==> config.mk <==
export PLATFORM = sky130hd
export DESIGN_NAME = fifo_uart_tx_drain
export DESIGN_NICKNAME = d
export VERILOG_FILES = /design/src/rtl/fifo_uart_tx_drain.sv
export SDC_FILE = /design/constraint.sdc
export NUM_CORES = 1
export LEC_CHECK = 0
export CORE_MARGIN = 3
export CORE_UTILIZATION = 45
export CTS_BUF_LIST = sky130_fd_sc_hd__clkbuf_2 sky130_fd_sc_hd__clkbuf_4 sky130_fd_sc_hd__clkbuf_8
export CTS_CLUSTER_SIZE = 20
export DETAILED_ROUTE_END_ITERATION = 7
export GPL_ROUTABILITY_DRIVEN = 0
export PLACE_DENSITY = 0.69
export SLEW_MARGIN = 20
export SYNTH_ARGS = -nofsm -noshare
export SYNTH_HDL_FRONTEND = slang
export SYNTH_SLANG_ARGS = --single-unit
export TNS_END_PERCENT = 5
==> constraint.sdc <==
create_clock -name CLK -period 3.38 [get_ports CLK]
set_input_delay 0.507 -clock CLK [delete_from_list [all_inputs] [get_ports CLK]]
set_output_delay 0.507 -clock CLK [all_outputs]
set_load 0.005 [all_outputs]
==> src/rtl/fifo_uart_tx_drain.sv <==
// Drains an async FIFO read port into a UART frame, one serial bit per CLK.
// Back-to-back frames when the next word is ready in the last stop cycle.
//
// state    | meaning
// ---------+----------------------------------------------------------
// S_IDLE   | line idle high; pops the FIFO head as soon as it is non-empty
// S_START  | start bit (0) on the line
// S_DATA   | data bits LSB first, bit_cnt = 0..DATA_WIDTH-1
// S_PARITY | parity bit of the latched word (only when parity latched on)
// S_STOP   | stop bits; last one may pop the next word and chain to S_START
module fifo_uart_tx_drain #(
    parameter int DATA_WIDTH = 8,
    parameter int STOP_BITS  = 1
) (
    input  logic                  CLK,
    input  logic                  RST,
    input  logic                  FIFO_EMPTY,
    input  logic [DATA_WIDTH-1:0] FIFO_RD_DATA,
    input  logic                  PAR_EN,
    input  logic                  PAR_TYP,
    output logic                  FIFO_RD_INC,
    output logic                  TX_OUT,
    output logic                  BUSY
);

    localparam int CNT_W = $clog2(DATA_WIDTH + 1);
    localparam logic [CNT_W-1:0] LAST_DATA = CNT_W'(DATA_WIDTH - 1);
    localparam logic [CNT_W-1:0] LAST_STOP = CNT_W'(STOP_BITS - 1);

    typedef enum logic [2:0] {
        S_IDLE,
        S_START,
        S_DATA,
        S_PARITY,
        S_STOP
    } state_t;

    state_t                  state, state_next;
    logic [DATA_WIDTH-1:0]   shift_reg, shift_next;
    logic [CNT_W-1:0]        bit_cnt, cnt_next;
    logic                    tx_q, tx_next;
    logic                    busy_q, busy_next;
    logic                    par_en_q, par_bit_q;
    logic                    pop_ok, load;

    // A pop is never issued while reset is asserted, so a reset cycle cannot eat a word.
    assign pop_ok = ~FIFO_EMPTY & ~RST;

    always_ff @(posedge CLK) begin
        if (RST) begin
            state     <= S_IDLE;
            tx_q      <= 1'b1;
            busy_q    <= 1'b0;
            bit_cnt   <= '0;
            shift_reg <= '0;
            par_en_q  <= 1'b0;
            par_bit_q <= 1'b0;
        end else begin
            state     <= state_next;
            tx_q      <= tx_next;
            busy_q    <= busy_next;
            bit_cnt   <= cnt_next;
            shift_reg <= shift_next;
            if (load) begin
                par_en_q  <= PAR_EN;
                par_bit_q <= PAR_TYP ^ (^FIFO_RD_DATA);
            end
        end
    end

    always_comb begin
        state_next = state;
        shift_next = shift_reg;
        cnt_next   = bit_cnt;
        tx_next    = 1'b1;
        load       = 1'b0;
        case (state)
            S_IDLE: begin
                if (pop_ok) begin
                    load       = 1'b1;
                    state_next = S_START;
                    tx_next    = 1'b0;
                end
            end
            S_START: begin
                state_next = S_DATA;
                cnt_next   = '0;
                tx_next    = shift_reg[0];
                shift_next = shift_reg >> 1;
            end
            S_DATA: begin
                if (bit_cnt == LAST_DATA) begin
                    cnt_next = '0;
                    if (par_en_q) begin
                        state_next = S_PARITY;
                        tx_next    = par_bit_q;
                    end else begin
                        state_next = S_STOP;
                    end
                end else begin
                    cnt_next   = bit_cnt + 1'b1;
                    tx_next    = shift_reg[0];
                    shift_next = shift_reg >> 1;
                end
            end
            S_PARITY: begin
                state_next = S_STOP;
                cnt_next   = '0;
            end
            S_STOP: begin
                if (bit_cnt == LAST_STOP) begin
                    cnt_next = '0;
                    if (pop_ok) begin
                        load       = 1'b1;
                        state_next = S_START;
                        tx_next    = 1'b0;
                    end else begin
                        state_next = S_IDLE;
                    end
                end else begin
                    cnt_next = bit_cnt + 1'b1;
                end
            end
            default: state_next = S_IDLE;
        endcase
        if (load) shift_next = FIFO_RD_DATA;
        busy_next = (state_next != S_IDLE);
    end

    assign FIFO_RD_INC = load;
    assign TX_OUT      = tx_q;
    assign BUSY        = busy_q;

endmodule
## Word-level counts from Yosys, hierarchy flattened

Cells that the tools add are included.

| word-level totals | value |
|---|---|
| bits in registers | 19 |

| cells by class | value |
|---|---|
| $add $sub $neg | 1 |
| equality and inequality tests | 6 |
| muxes and demuxes | 20 |
| bitwise gates (word level) | 4 |
| reductions and logical operators | 8 |

Operator list:

| operator | number |
|---|---|
| 8-bit 2-to-1 mux | 2 |
| 8-bit one-hot mux with 2 select lines | 1 |
| 3-bit one-hot mux with 5 select lines | 1 |
| 3-bit 2-to-1 mux | 4 |
| 4-bit one-hot mux with 3 select lines | 1 |
| 3-bit nonzero test | 3 |
| 4-bit 2-to-1 mux | 2 |
| 8-bit XOR reduction | 1 |
| 1-bit 2-to-1 mux | 7 |
| 3-bit by 2-bit == test with 1-bit output, second input constant | 2 |
| 4-bit by 1-bit adder with 4-bit output, second input constant | 1 |
| 4-bit by 3-bit == test with 1-bit output, second input constant | 1 |
| 4-bit zero test | 1 |
| 1-bit one-hot mux with 4 select lines | 1 |
| 3-bit by 1-bit == test with 1-bit output, second input constant | 1 |
| 3-bit == test, second input constant | 1 |
| 3-bit zero test | 1 |
| 3-bit inequality test, second input constant | 1 |
| 1-bit inverter | 2 |
| 1-bit one-hot mux with 2 select lines | 1 |
| 2-bit AND reduction | 1 |
| 2-bit OR reduction | 1 |
| 1-bit AND | 1 |
| 1-bit XOR | 1 |

## Logic depth before layout (Yosys ltp)

| logic depth | value |
|---|---|
| depth in word-level cells | 7 |
| depth in mapped cells | 8 |

## Worst setup path after synthesis

OpenSTA, ideal clock, no wires.

| path | value |
|---|---|
| path type | register to output |
| from | reg bit_cnt[0] |
| to | out FIFO_RD_INC |
| data arrival time | 1.485 ns |
| data required time | 2.873 ns |
| path slack | 1.388 ns |
| cell stages (with the launch flop) | 7 |
| cell sequence | dfxtp_1 > inv_1 > ha_1 > or3b_1 > a2111o_1 > buf_6 > inv_2 |

| between the ends | value |
|---|---|
| longest elaborated chain between the ends | 3 |

Ends and longest elaborated chain:

| what | line | source |
|---|---|---|
| start, declared | 40 | `logic [CNT_W-1:0] bit_cnt, cnt_next;` |
| start signal, assigned | 62 | `bit_cnt <= cnt_next;` |
| 4-bit zero test | 111 | `if (bit_cnt == LAST_STOP) begin` |
| 1-bit 2-to-1 mux | 111 |  |
| 1-bit one-hot mux with 2 select lines | 77 | `case (state)` |
| end, declared | 21 | `output logic FIFO_RD_INC,` |

Every way passes these cells.

## Worst setup path after layout

| path | value |
|---|---|
| from | reg bit_cnt[1] |
| to | out FIFO_RD_INC |

Same word-level chain as after synthesis.

==> key figures <==
Route
  – Post-detailed-route count of antenna-violating nets: 0
  – First-pass iteration count of the detailed router: 4
  – Via count: 1063
  – Remaining DRCs: 0
  – Number of vias per cell: 5.81
  – DRT Wirelength: 2.63 mm
  – Routed length per instance: 14.3 um
  – Count of routing violations after the opening detailed-route iteration: 37

GRT
  – Wire length of the first global-routing pass: 4.64 mm
  – Global-route congestion overflow total: 0
  – Number of antenna violations at the first check in global routing: 0
  – Tot GR Track Use: 17.3%
  – Vias in the first global route: 1033
  – Maximum number of pins on one net before global-route repair: 21

Floorplan
  – Effective utilization at floorplan: 48.2%
  – Overall die area: 3360 sq um
  – Floorplan core area: 2520 sq um
  – Die width: 58.0 um
  – I/O pin count: 16
  – Y dimension of the die: 58.0 um
  – Std-Cell Rows: 18

Yosys
  – Number of nets produced by synthesis: 155
  – Portion of the post-synthesis area used by sequential elements: 31.3%
  – Dominant cell type by area after synthesis: sky130_fd_sc_hd__dfxtp_1
  – Number of synthesized flops with an enable pin: 0
  – Gate count after technology mapping: 140
  – Flop and latch count out of synthesis: 19
  – Synth cell types: 40
  – Post-synth top area share: 31.3%
  – Synth Cell Area: 1210 sq um
  – Mapped Avg Cell Area: 8.68 sq um
  – Ys flop type: sky130_fd_sc_hd__dfxtp_1
  – Share of synthesized registers carrying an async set or reset: 0%
  – Number of warnings issued by yosys: 0
  – Cells taking the most area after synthesis: sky130_fd_sc_hd__dfxtp_1 (31%), sky130_fd_sc_hd__a311oi_2 (8.7%), sky130_fd_sc_hd__a22o_1 (5.0%), sky130_fd_sc_hd__nor2_1 (4.9%), sky130_fd_sc_hd__a22oi_1 (4.3%)

Min path
  – Path type of the worst min-delay path: reg -> reg
  – Hold_sp: shift_reg[7]
  – Worst Hold Path EP: shift_reg[7]
  – Cell depth of the worst min-delay path: 2

Worst setup path
  – Crit path capture type: output pin
  – Critical register-to-register path startpoint: state[1]
  – Required time reported for the critical path endpoint: 2.87 ns
  – Worst Path Arrival: 2.46 ns
  – Worst reg2reg setup slack: 1.15 ns
  – Endpoint of the most critical register-to-register path: shift_reg[4]
  – Setup Crit Path Kind: reg -> out
  – Maximum fanout count along the critical path: 18
  – Cell depth of the worst flop-to-flop path: 4
  – Category of the worst setup path launch point: flip-flop

Cells and area
  – Filler cell count: 250
  – Number of antenna repair diodes: 0
  – Most common cell after layout, fill and taps aside: sky130_fd_sc_hd__dfxtp_1
  – Proportion of layout cells with a drive suffix above 1: 9.80%
  – Number of flip-flops under the largest register name: 8
  – Final Cell Area: 1400 sq um
  – Commonest cells after routing, fill and taps aside: sky130_fd_sc_hd__dfxtp_1 (19), sky130_fd_sc_hd__nor2_1 (16), sky130_fd_sc_hd__clkdlybuf4s50_1 (15), sky130_fd_sc_hd__o21ai_0 (10)
  – Net count of the finished layout: 169
  – Area grow syn2layout: 14.9%

Clock tree
  – Max H-tree Level: 1
  – Post-CTS Resized: 0
  – Clk Latency, worst-skew pair: 0.30 ns
  – Num CTS Buffers: 3
  – Clock tree root buffer cell: sky130_fd_sc_hd__clkbuf_4
  – CTS tree: done
  – Clock transition at the registers of the reported paths: 0.10 ns
  – CTS Buffer Depth: 2
  – CTS sink cnt: 19
  – # hold bufs at CTS: 0
  – Number of buffers inserted by post-CTS setup repair: 0

Timing
  – Final number of hold-violating endpoints: 0
  – Number of endpoints failing setup at the final stage: 0
  – Actual transition at the worst max-transition pin: 0.748 ns
  – Final worst path period share: 87.8%
  – Setup repair after global routing missed its margin: no
  – Final max-slew violation count: 0
  – Final setup skew: 0.0105 ns
  – Sum of negative setup slack: 0 ns
  – Highest achievable clock rate: 337 MHz
  – Post-route worst hold slack: 0.520 ns
  – Minimum clock period: 2.97 ns
  – Normalized max-slew margin: 49.8%

Job
  – Max Cap Violations: 0

Outcome
  – Status: finished clean

Pwr
  – Static leakage power: 0.496 nW
  – Power consumption: 0.000486 W
  – Power per Cell Area: 348 nW/um^2
  – Worst vdd ir: 275 uV

Place
  – Final HPWL DP: 1.89 mm
  – I/O Buffers: 15
  – Post-detailed-placement cell area: 1370 sq um
==> where the power goes <==
group	switching (W)	total (W)	internal, W
Combinational	0.0000520	0.000116	0.0000639
Sequential	0.0000165	0.000256	0.000240
Clock	0.0000700	0.000114	0.0000441
==> worst max-delay path, stage by stage (launching register included) <==
cell,delay (ns)
sky130_fd_sc_hd__dfxtp_1,0.34
sky130_fd_sc_hd__inv_1,0.08
sky130_fd_sc_hd__ha_1,0.15
sky130_fd_sc_hd__or3b_1,0.36
sky130_fd_sc_hd__a2111o_1,0.41
sky130_fd_sc_hd__buf_4,0.21
sky130_fd_sc_hd__inv_2,0.11
sky130_fd_sc_hd__clkdlybuf4s50_1,0.50
==> cells by family (layout without fill, tap and decap cells) <==
family | after synthesis | after routing | share of synthesized area [%]
flip-flops | 19 | 19 | 31.3
AND/OR/NAND/NOR | 45 | 45 | 19.5
buffers and inverters | 13 | 26 | 5.56
XOR/XNOR | 10 | 10 | 8.34
adder cells (fa/ha/maj) | 2 | 2 | 2.06
AO/OA/AOI/OAI | 51 | 51 | 33.3
==> layer usage <==
layer	global-route usage, %	vias to the layer above	routed length (um)	share of wire, %
met5	0	-	0	0
met4	3.64	0	21	0.80
met3	5.57	2	139	5.3
met2	28.2	16	1130	43
met1	22.5	494	1330	51
li1	-	551	-	-
==> worst max-delay path by stage <==
stage / cells past startpoint / slack [ns] / end / startpoint
2_1_floorplan: 6 / 1.39 / FIFO_RD_INC / bit_cnt[0]
3_3_place_gp: 5 / 0.77 / FIFO_RD_INC / FIFO_EMPTY
3_5_place_dp: 7 / 0.73 / FIFO_RD_INC / bit_cnt[1]
4_1_cts: 7 / 0.39 / FIFO_RD_INC / bit_cnt[1]
5_1_grt: 7 / 0.25 / FIFO_RD_INC / bit_cnt[1]
6_report: 7 / 0.41 / FIFO_RD_INC / bit_cnt[1]
==> synthesized netlist by cell type, drive strengths merged (4+ instances only) <==
cell and number:
nand2 4, xor2 4, a22oi 7, a22o 7, nor2 16, clkbuf 5
a311oi 7, dfxtp 19, inv 5, a21oi 6, nand2b 5, a31oi 4
xnor2 5, o21ai 10
==> stage by stage <==
stage          util [%]  worst slack, ns  std cells
2_1_floorplan         -             1.39        140
3_3_place_gp       54.3            0.767        179
3_5_place_dp       54.3            0.733        179
4_1_cts            55.4            0.393        183
5_1_grt            55.4            0.249        183
6_report           55.4            0.414        183
==> layout make-up <==
| cell class | instances | area, sq um | area share, % |
|---|---|---|---|
| multi-input cells | 108 | 767 | 54.9 |
| flip-flops and latches | 19 | 380 | 27.2 |
| clock buffers | 3 | 22.5 | 1.61 |
| repair buffers | 17 | 165 | 11.8 |
| inverters | 5 | 18.8 | 1.34 |
| clock inverters | 1 | 5.00 | 0.358 |
| well taps | 30 | 37.5 | 2.69 |
(Power assumes the default switching activity.)
